`config.mk`:
```
export PLATFORM = sky130hd
export DESIGN_NAME = vram_arbiter_flat
export DESIGN_NICKNAME = d
export VERILOG_FILES = /design/src/rtl/vram_arbiter_if.sv /design/src/rtl/vram_arbiter.sv /design/src/flat_wrapper.sv
export SDC_FILE = /design/constraint.sdc
export NUM_CORES = 1
export LEC_CHECK = 0
export BUFFER_PORTS_ARGS = -buffer_cell sky130_fd_sc_hd__buf_2
export CORE_MARGIN = 1.5
export CORE_UTILIZATION = 50
export CTS_BUF_LIST = sky130_fd_sc_hd__clkbuf_8
export CTS_CLUSTER_SIZE = 10
export DETAILED_ROUTE_END_ITERATION = 6
export PLACE_DENSITY_LB_ADDON = 0.1
export SLEW_MARGIN = 40
export SYNTH_ARGS = -nofsm -noshare
export SYNTH_HDL_FRONTEND = slang
export SYNTH_SLANG_ARGS = --single-unit
```
`constraint.sdc`:
```
create_clock -name clk -period 4.9 [get_ports clk]
set_input_delay 0.735 -clock clk [delete_from_list [all_inputs] [get_ports clk]]
set_output_delay 0.735 -clock clk [all_outputs]
set_load 0.01 [all_outputs]
```
`src/rtl/vram_arbiter_if.sv`:
```
// rtl/vram_arbiter_if.sv - VGA, CPU and VRAM signal bundle shared by vram_arbiter and its environment
interface vram_arbiter_if #(
  parameter int AW = 9
);
  logic [AW-1:0] vga_addr;
  logic [31:0]   vga_data;

  logic          cpu_req;
  logic          cpu_we;
  logic [3:0]    cpu_be;
  logic [AW-1:0] cpu_addr;
  logic [31:0]   cpu_wdata;
  logic [31:0]   cpu_rdata;
  logic          cpu_ack;

  logic          mem_en;
  logic [3:0]    mem_we;
  logic [AW-1:0] mem_addr;
  logic [31:0]   mem_wdata;
  logic [31:0]   mem_rdata;

  modport slave (
    input  vga_addr, cpu_req, cpu_we, cpu_be, cpu_addr, cpu_wdata, mem_rdata,
    output vga_data, cpu_rdata, cpu_ack, mem_en, mem_we, mem_addr, mem_wdata
  );

  modport master (
    output vga_addr, cpu_req, cpu_we, cpu_be, cpu_addr, cpu_wdata, mem_rdata,
    input  vga_data, cpu_rdata, cpu_ack, mem_en, mem_we, mem_addr, mem_wdata
  );
endinterface

```
`src/rtl/vram_arbiter.sv`:
```
// rtl/vram_arbiter.sv - single-port VRAM arbiter between VGA scan-out fetches and CPU loads/stores
// Optional VRAM_COHERENT_EN: CPU stores to the displayed word are merged into vga_data immediately.
module vram_arbiter #(
  parameter int AW         = 9,
  parameter int VRAM_WORDS = 300
) (
  input logic           clk,
  input logic           reset,
  vram_arbiter_if.slave bus
);

  typedef enum logic [1:0] {IDLE, VGA_CAP, CPU_CAP, CPU_ACK} state_t;

  localparam logic [AW:0] WORDS = VRAM_WORDS[AW:0];

  state_t        state;
  state_t        state_next;
  logic [31:0]   vga_data_q;
  logic [31:0]   cpu_rdata_q;
  logic [AW-1:0] vga_tag;
  logic          tag_valid;
  logic          last_vga;
  logic          cpu_oor;

  logic          vga_pending;
  logic          vga_in_range;
  logic          cpu_in_range;
  logic          vga_grant;
  logic          cpu_grant;

  // Fairness: a CPU request always takes the slot right after a VGA fetch.
  always_comb begin
    vga_pending  = !tag_valid || (bus.vga_addr != vga_tag);
    vga_in_range = {1'b0, bus.vga_addr} < WORDS;
    cpu_in_range = {1'b0, bus.cpu_addr} < WORDS;
    vga_grant    = !reset && (state == IDLE) && vga_pending && !(last_vga && bus.cpu_req);
    cpu_grant    = !reset && (state == IDLE) && !vga_grant && bus.cpu_req;
  end

`ifdef VRAM_COHERENT_EN
  logic [31:0] vga_merged;
  logic        coherent_hit;

  always_comb begin
    vga_merged   = vga_data_q;
    coherent_hit = bus.cpu_we && cpu_in_range && tag_valid && (bus.cpu_addr == vga_tag);
    for (int b = 0; b < 4; b++) begin
      if (bus.cpu_be[b]) vga_merged[8*b +: 8] = bus.cpu_wdata[8*b +: 8];
    end
  end
`endif

  always_comb begin
    state_next    = state;
    bus.mem_en    = 1'b0;
    bus.mem_we    = 4'b0000;
    bus.mem_addr  = bus.cpu_addr;
    bus.mem_wdata = bus.cpu_wdata;
    case (state)
      IDLE: begin
        if (vga_grant) begin
          bus.mem_addr = bus.vga_addr;
          bus.mem_en   = vga_in_range;
          if (vga_in_range) state_next = VGA_CAP;
        end else if (cpu_grant) begin
          bus.mem_en = cpu_in_range;
          if (bus.cpu_we) begin
            if (cpu_in_range) bus.mem_we = bus.cpu_be;
            state_next = CPU_ACK;
          end else begin
            state_next = CPU_CAP;
          end
        end
      end
      VGA_CAP: state_next = IDLE;
      CPU_CAP: state_next = CPU_ACK;
      CPU_ACK: state_next = IDLE;
      default: state_next = IDLE;
    endcase
  end

  always_ff @(posedge clk or posedge reset) begin
    if (reset) begin
      state       <= IDLE;
      vga_data_q  <= '0;
      cpu_rdata_q <= '0;
      vga_tag     <= '0;
      tag_valid   <= 1'b0;
      last_vga    <= 1'b0;
      cpu_oor     <= 1'b0;
    end else begin
      state <= state_next;
      case (state)
        IDLE: begin
          if (vga_grant) begin
            vga_tag   <= bus.vga_addr;
            tag_valid <= 1'b1;
            last_vga  <= 1'b1;
            if (!vga_in_range) vga_data_q <= '0;
          end else if (cpu_grant) begin
            last_vga <= 1'b0;
            cpu_oor  <= !cpu_in_range;
`ifdef VRAM_COHERENT_EN
            if (coherent_hit) vga_data_q <= vga_merged;
`endif
          end
        end
        VGA_CAP: vga_data_q  <= bus.mem_rdata;
        // Out-of-range loads still take the capture cycle so latency is uniform.
        CPU_CAP: cpu_rdata_q <= cpu_oor ? 32'h0 : bus.mem_rdata;
        default: ;
      endcase
    end
  end

  assign bus.vga_data  = vga_data_q;
  assign bus.cpu_rdata = cpu_rdata_q;
  assign bus.cpu_ack   = (state == CPU_ACK);

endmodule

```
`src/flat_wrapper.sv`:
```
// flat-port wrapper written by rule: the top's interface ports become plain ports
module vram_arbiter_flat 
#(
  parameter int AW         = 9,
  parameter int VRAM_WORDS = 300
)
  (clk, reset, bus_vga_addr, bus_cpu_req, bus_cpu_we, bus_cpu_be, bus_cpu_addr, bus_cpu_wdata, bus_mem_rdata, bus_vga_data, bus_cpu_rdata, bus_cpu_ack, bus_mem_en, bus_mem_we, bus_mem_addr, bus_mem_wdata);
  vram_arbiter_if #(.AW(AW)) bus_i ();
  input logic clk;
  input logic reset;
  input wire logic [$bits(bus_i.vga_addr)-1:0] bus_vga_addr;
  input wire logic [$bits(bus_i.cpu_req)-1:0] bus_cpu_req;
  input wire logic [$bits(bus_i.cpu_we)-1:0] bus_cpu_we;
  input wire logic [$bits(bus_i.cpu_be)-1:0] bus_cpu_be;
  input wire logic [$bits(bus_i.cpu_addr)-1:0] bus_cpu_addr;
  input wire logic [$bits(bus_i.cpu_wdata)-1:0] bus_cpu_wdata;
  input wire logic [$bits(bus_i.mem_rdata)-1:0] bus_mem_rdata;
  output wire logic [$bits(bus_i.vga_data)-1:0] bus_vga_data;
  output wire logic [$bits(bus_i.cpu_rdata)-1:0] bus_cpu_rdata;
  output wire logic [$bits(bus_i.cpu_ack)-1:0] bus_cpu_ack;
  output wire logic [$bits(bus_i.mem_en)-1:0] bus_mem_en;
  output wire logic [$bits(bus_i.mem_we)-1:0] bus_mem_we;
  output wire logic [$bits(bus_i.mem_addr)-1:0] bus_mem_addr;
  output wire logic [$bits(bus_i.mem_wdata)-1:0] bus_mem_wdata;
  assign bus_i.vga_addr = bus_vga_addr;
  assign bus_i.cpu_req = bus_cpu_req;
  assign bus_i.cpu_we = bus_cpu_we;
  assign bus_i.cpu_be = bus_cpu_be;
  assign bus_i.cpu_addr = bus_cpu_addr;
  assign bus_i.cpu_wdata = bus_cpu_wdata;
  assign bus_i.mem_rdata = bus_mem_rdata;
  assign bus_vga_data = bus_i.vga_data;
  assign bus_cpu_rdata = bus_i.cpu_rdata;
  assign bus_cpu_ack = bus_i.cpu_ack;
  assign bus_mem_en = bus_i.mem_en;
  assign bus_mem_we = bus_i.mem_we;
  assign bus_mem_addr = bus_i.mem_addr;
  assign bus_mem_wdata = bus_i.mem_wdata;
  vram_arbiter #(.AW(AW), .VRAM_WORDS(VRAM_WORDS)) u_core (.clk(clk), .reset(reset), .bus(bus_i));
endmodule
```
==> metrics.md <==
| Metric | Value |
|---|---|
| Kind of launch point of the worst setup path | `flip-flop` |
| Routed wire per std cell | `15.0 µm` |
| Slew Limit Fails | `0` |
| Die Footprint | `8190 µm²` |
| Placed Area | `around 4400 µm²` |
| Tightest Hold Check Type | `flip-flop to flip-flop` |
| Portion of the post-synthesis area used by sequential elements | `0.510` |
| Clock-pin slew reported for the worst setup and hold paths after clock tree synthesis | `around 0.08 ns` |
| Fraction of post-synthesis cell area in the top cell type by area | `0.510` |
| Antenna Cells | `0` |
| Reported leakage power | `around 2.4 nW` |
| Kind of end point of the critical path | `primary output` |
| Number of clock buffers inserted by TritonCTS | `9` |
| Area of the mapped netlist | `about 3800 µm²` |
| Global route total overflow | `0` |
| Total of warnings raised by yosys | `0` |
| Global-route usage over all layers | `0.212` |
| Setup repair after global routing missed its margin | `no` |
| Post-Route Setup TNS | `0 ns` |
| Required time of the worst setup path | `roughly 4.2 ns` |
| Most common cell after layout, fill and taps aside | `sky130_fd_sc_hd__buf_2` |
| Fraction of final layout cells with drive strength greater than 1 | `0.386` |
| I/O pin count | `~200` |
| Most instantiated flip-flop cell in the synthesis netlist | `sky130_fd_sc_hd__dfrtp_1` |
| Starting DRT DRC Count | `67` |
| Worst reg2reg path startpoint | `u_core.state[1]` |
| Final-stage net count | `544` |
| Tightest slew margin relative to the limit | `0.584` |
| Slew of the pin with the lowest slew margin | `approximately 0.62 ns` |
| Root buf cell | `sky130_fd_sc_hd__clkbuf_8` |
| Layout-stage area growth over the synthesis result | `18.9%` |
| Final setup violating endpoints | `0` |
| Routed wire length | `8390 µm` |
| Source-to-sink clock delay at the later pin of the worst-skew pair | `0.34 ns` |
| Synthesized area divided by synthesized cell count | `10.7 µm²` |
| Upper clock frequency limit | `between 200 and 300 MHz` |
| Ratio of final minimum period to clock period | `0.687` |
| End of the worst register-to-register path | `u_core.state[0]` |
| Arrival time reported for the critical path endpoint | `between 2 and 3 ns` |
| Resize count post-CTS | `0` |
| Number of sinks driven by the clock tree | `78` |
| #FFs+latches synth | `78` |
| Post-CTS Setup Repair Bufs | `0` |
| Htree depth | `3` |
| Detail Placement HPWL | `~5900 µm` |
| Cell count after synthesis | `between 300 and 400` |
| Port Buffers | `~140` |
| Count of max-cap constraint violations | `0` |
| Vias after detailed routing | `between 2000 and 3000` |
| Number of distinct library cell variants in the gate-level netlist after synthesis | `31` |
| Row cnt | `31` |
| Number of hold buffers added after CTS | `0` |
| Syn Nets | `447` |
| Antenna violations before repair | `0` |
| Utilization of the core after routing | `0.621` |
| Clock skew | `0.0120 ns` |
| Clock Tree Buf Depth | `2` |
| Post-layout min period | `~3.4 ns` |
| Routability Congestion | `approximately 0.77` |
| Count of antenna-violating nets left after detailed routing | `0` |
| Detailed-route vias per instance | `between 5 and 6` |
| Die H | `a little over 90 µm` |
| Highest net fanout along the worst path | `19` |
| Number of global-route vias before repair | `2830` |
| Total non-filler cell area in the finished layout | `around 4600 µm²` |
| Maximum vdd drop | `roughly 300 µV` |
| Remaining design rule violation count | `0` |
| First-pass GRT wire length | `13700 µm` |
| Number of enable-type register cells in the synthesized netlist | `0` |
| Leading post-synthesis cells by cell area | `sky130_fd_sc_hd__dfrtp_1 (51%), sky130_fd_sc_hd__mux2i_1 (8.9%), sky130_fd_sc_hd__buf_4 (6.5%)` |
| Horizontal extent of the die | `90.5 µm` |
| Cell type with the highest aggregate area in the netlist | `sky130_fd_sc_hd__dfrtp_1` |
| Clock tree from TritonCTS | `done` |
| First element of the critical path | `u_core.state[1]` |
| Start-to-end type of the worst setup path | `flip-flop to primary output` |
| Power density over the cells | `614 nW/µm²` |
| Share of async-settable or async-resettable flops after synthesis | `1.00` |
| Initial core utilization | `0.522` |
| End point of the critical path | `bus_mem_en` |
| Reg-to-reg slack, setup | `about 2.3 ns` |
| Reg2Reg Depth | `6` |
| Leading cell types in the layout, fill and taps excluded | `sky130_fd_sc_hd__buf_2 (136), sky130_fd_sc_hd__dfrtp_1 (77), sky130_fd_sc_hd__nand2_1 (38)` |
| Startpoint of the tightest hold check path | `u_core.bus.cpu_rdata[16]` |
| Largest net degree at the start of global routing | `66` |
| Run status | `complete, no violations` |
| First-pass detailed-route iteration total | `4` |
| Total core area | `7330 µm²` |
| Final Hold Viols | `0` |
## synth_stat cells, types with 2 or more instances
cell,count
sky130_fd_sc_hd__a211oi_1,2
sky130_fd_sc_hd__a21boi_0,2
sky130_fd_sc_hd__a21o_1,2
sky130_fd_sc_hd__a21oi_1,32
sky130_fd_sc_hd__and2_1,3
sky130_fd_sc_hd__buf_1,2
sky130_fd_sc_hd__buf_4,33
sky130_fd_sc_hd__buf_6,4
sky130_fd_sc_hd__clkbuf_1,14
sky130_fd_sc_hd__dfrtp_1,78
sky130_fd_sc_hd__mux2_1,6
sky130_fd_sc_hd__mux2_2,12
sky130_fd_sc_hd__mux2i_1,34
sky130_fd_sc_hd__nand2_1,38
sky130_fd_sc_hd__nand2b_1,34
sky130_fd_sc_hd__nand3_1,2
sky130_fd_sc_hd__nor3_1,5
sky130_fd_sc_hd__nor4_2,2
sky130_fd_sc_hd__o21ai_0,33
sky130_fd_sc_hd__xor2_1,8
## where the power goes
part / internal (mW) / switching (mW)
sequential: 0.939 / 0.199
combinational: 0.550 / 0.642
clock: 0.233 / 0.235
## critical path, stage by stage (launching register included)
cell,delay (ns)
sky130_fd_sc_hd__dfrtp_1,0.48
sky130_fd_sc_hd__a2111oi_4,0.65
sky130_fd_sc_hd__inv_2,0.10
sky130_fd_sc_hd__a31oi_4,0.47
sky130_fd_sc_hd__buf_8,0.24
sky130_fd_sc_hd__mux2i_1,0.19
sky130_fd_sc_hd__buf_2,0.15
## per-layer routing
metal / routed length, µm / vias up / GRT usage
met2: 4170 / 104 / 0.353
met4: 146 / 0 / 0.103
met3: 542 / 25 / 0.0480
li1: - / 1379 / -
met1: 3540 / 1317 / 0.260
met5: 0 / - / 0
## stage by stage
stage / cells / total power, mW / hold slack [ns] / setup WS, ns
floorplan: 357 / 1.95 / 0.430 / 2.05
global placement: 540 / 2.31 / 0.457 / 1.36
detailed placement: 542 / 2.36 / 0.463 / 1.58
CTS: 558 / 2.83 / 0.485 / 1.50
global route: 558 / 3.01 / 0.509 / 1.35
finish: 558 / 2.80 / 0.477 / 1.53
## kinds of logic after synthesis
kind of cell | share of synthesized area
simple gates | 0.121
xor+xnor | 0.0206
compound gates | 0.112
buf+inv | 0.0954
flops | 0.510
mux | 0.142
## layout make-up
| cell class | count | area, µm² |
|---|---|---|
| fillers | 663 | 2780 |
| flip-flops and latches | 78 | 1950 |
| multi-input cells | 223 | 1540 |
| repair buffers | 140 | 738 |
| clock buffers | 9 | 124 |
| well taps | 99 | 124 |
| clock inverters | 7 | 66.3 |
| inverters | 2 | 10.0 |
## worst min path at each step
| stage | slack, ns | cells past startpoint | endpoint |
|---|---|---|---|
| 5_1_grt | 0.51 | 2 | u_core.bus.cpu_rdata[16] |
| 6_report | 0.48 | 2 | u_core.bus.cpu_rdata[16] |
| 3_3_place_gp | 0.46 | 2 | u_core.bus.cpu_rdata[16] |
| 3_5_place_dp | 0.46 | 1 | u_core.tag_valid |
| 4_1_cts | 0.48 | 2 | u_core.bus.cpu_rdata[7] |
| 2_1_floorplan | 0.43 | 1 | u_core.tag_valid |
## registers in the layout (all words and copies together), names as in the netlist
name / flops
u_core.bus.cpu_rdata: 32
u_core.cpu_oor: 1
u_core.bus.vga_data: 32
u_core.vga_tag: 9
u_core.tag_valid: 1
u_core.last_vga: 1
u_core.state: 2
No activity file was read; power rests on OpenSTA's default activity.
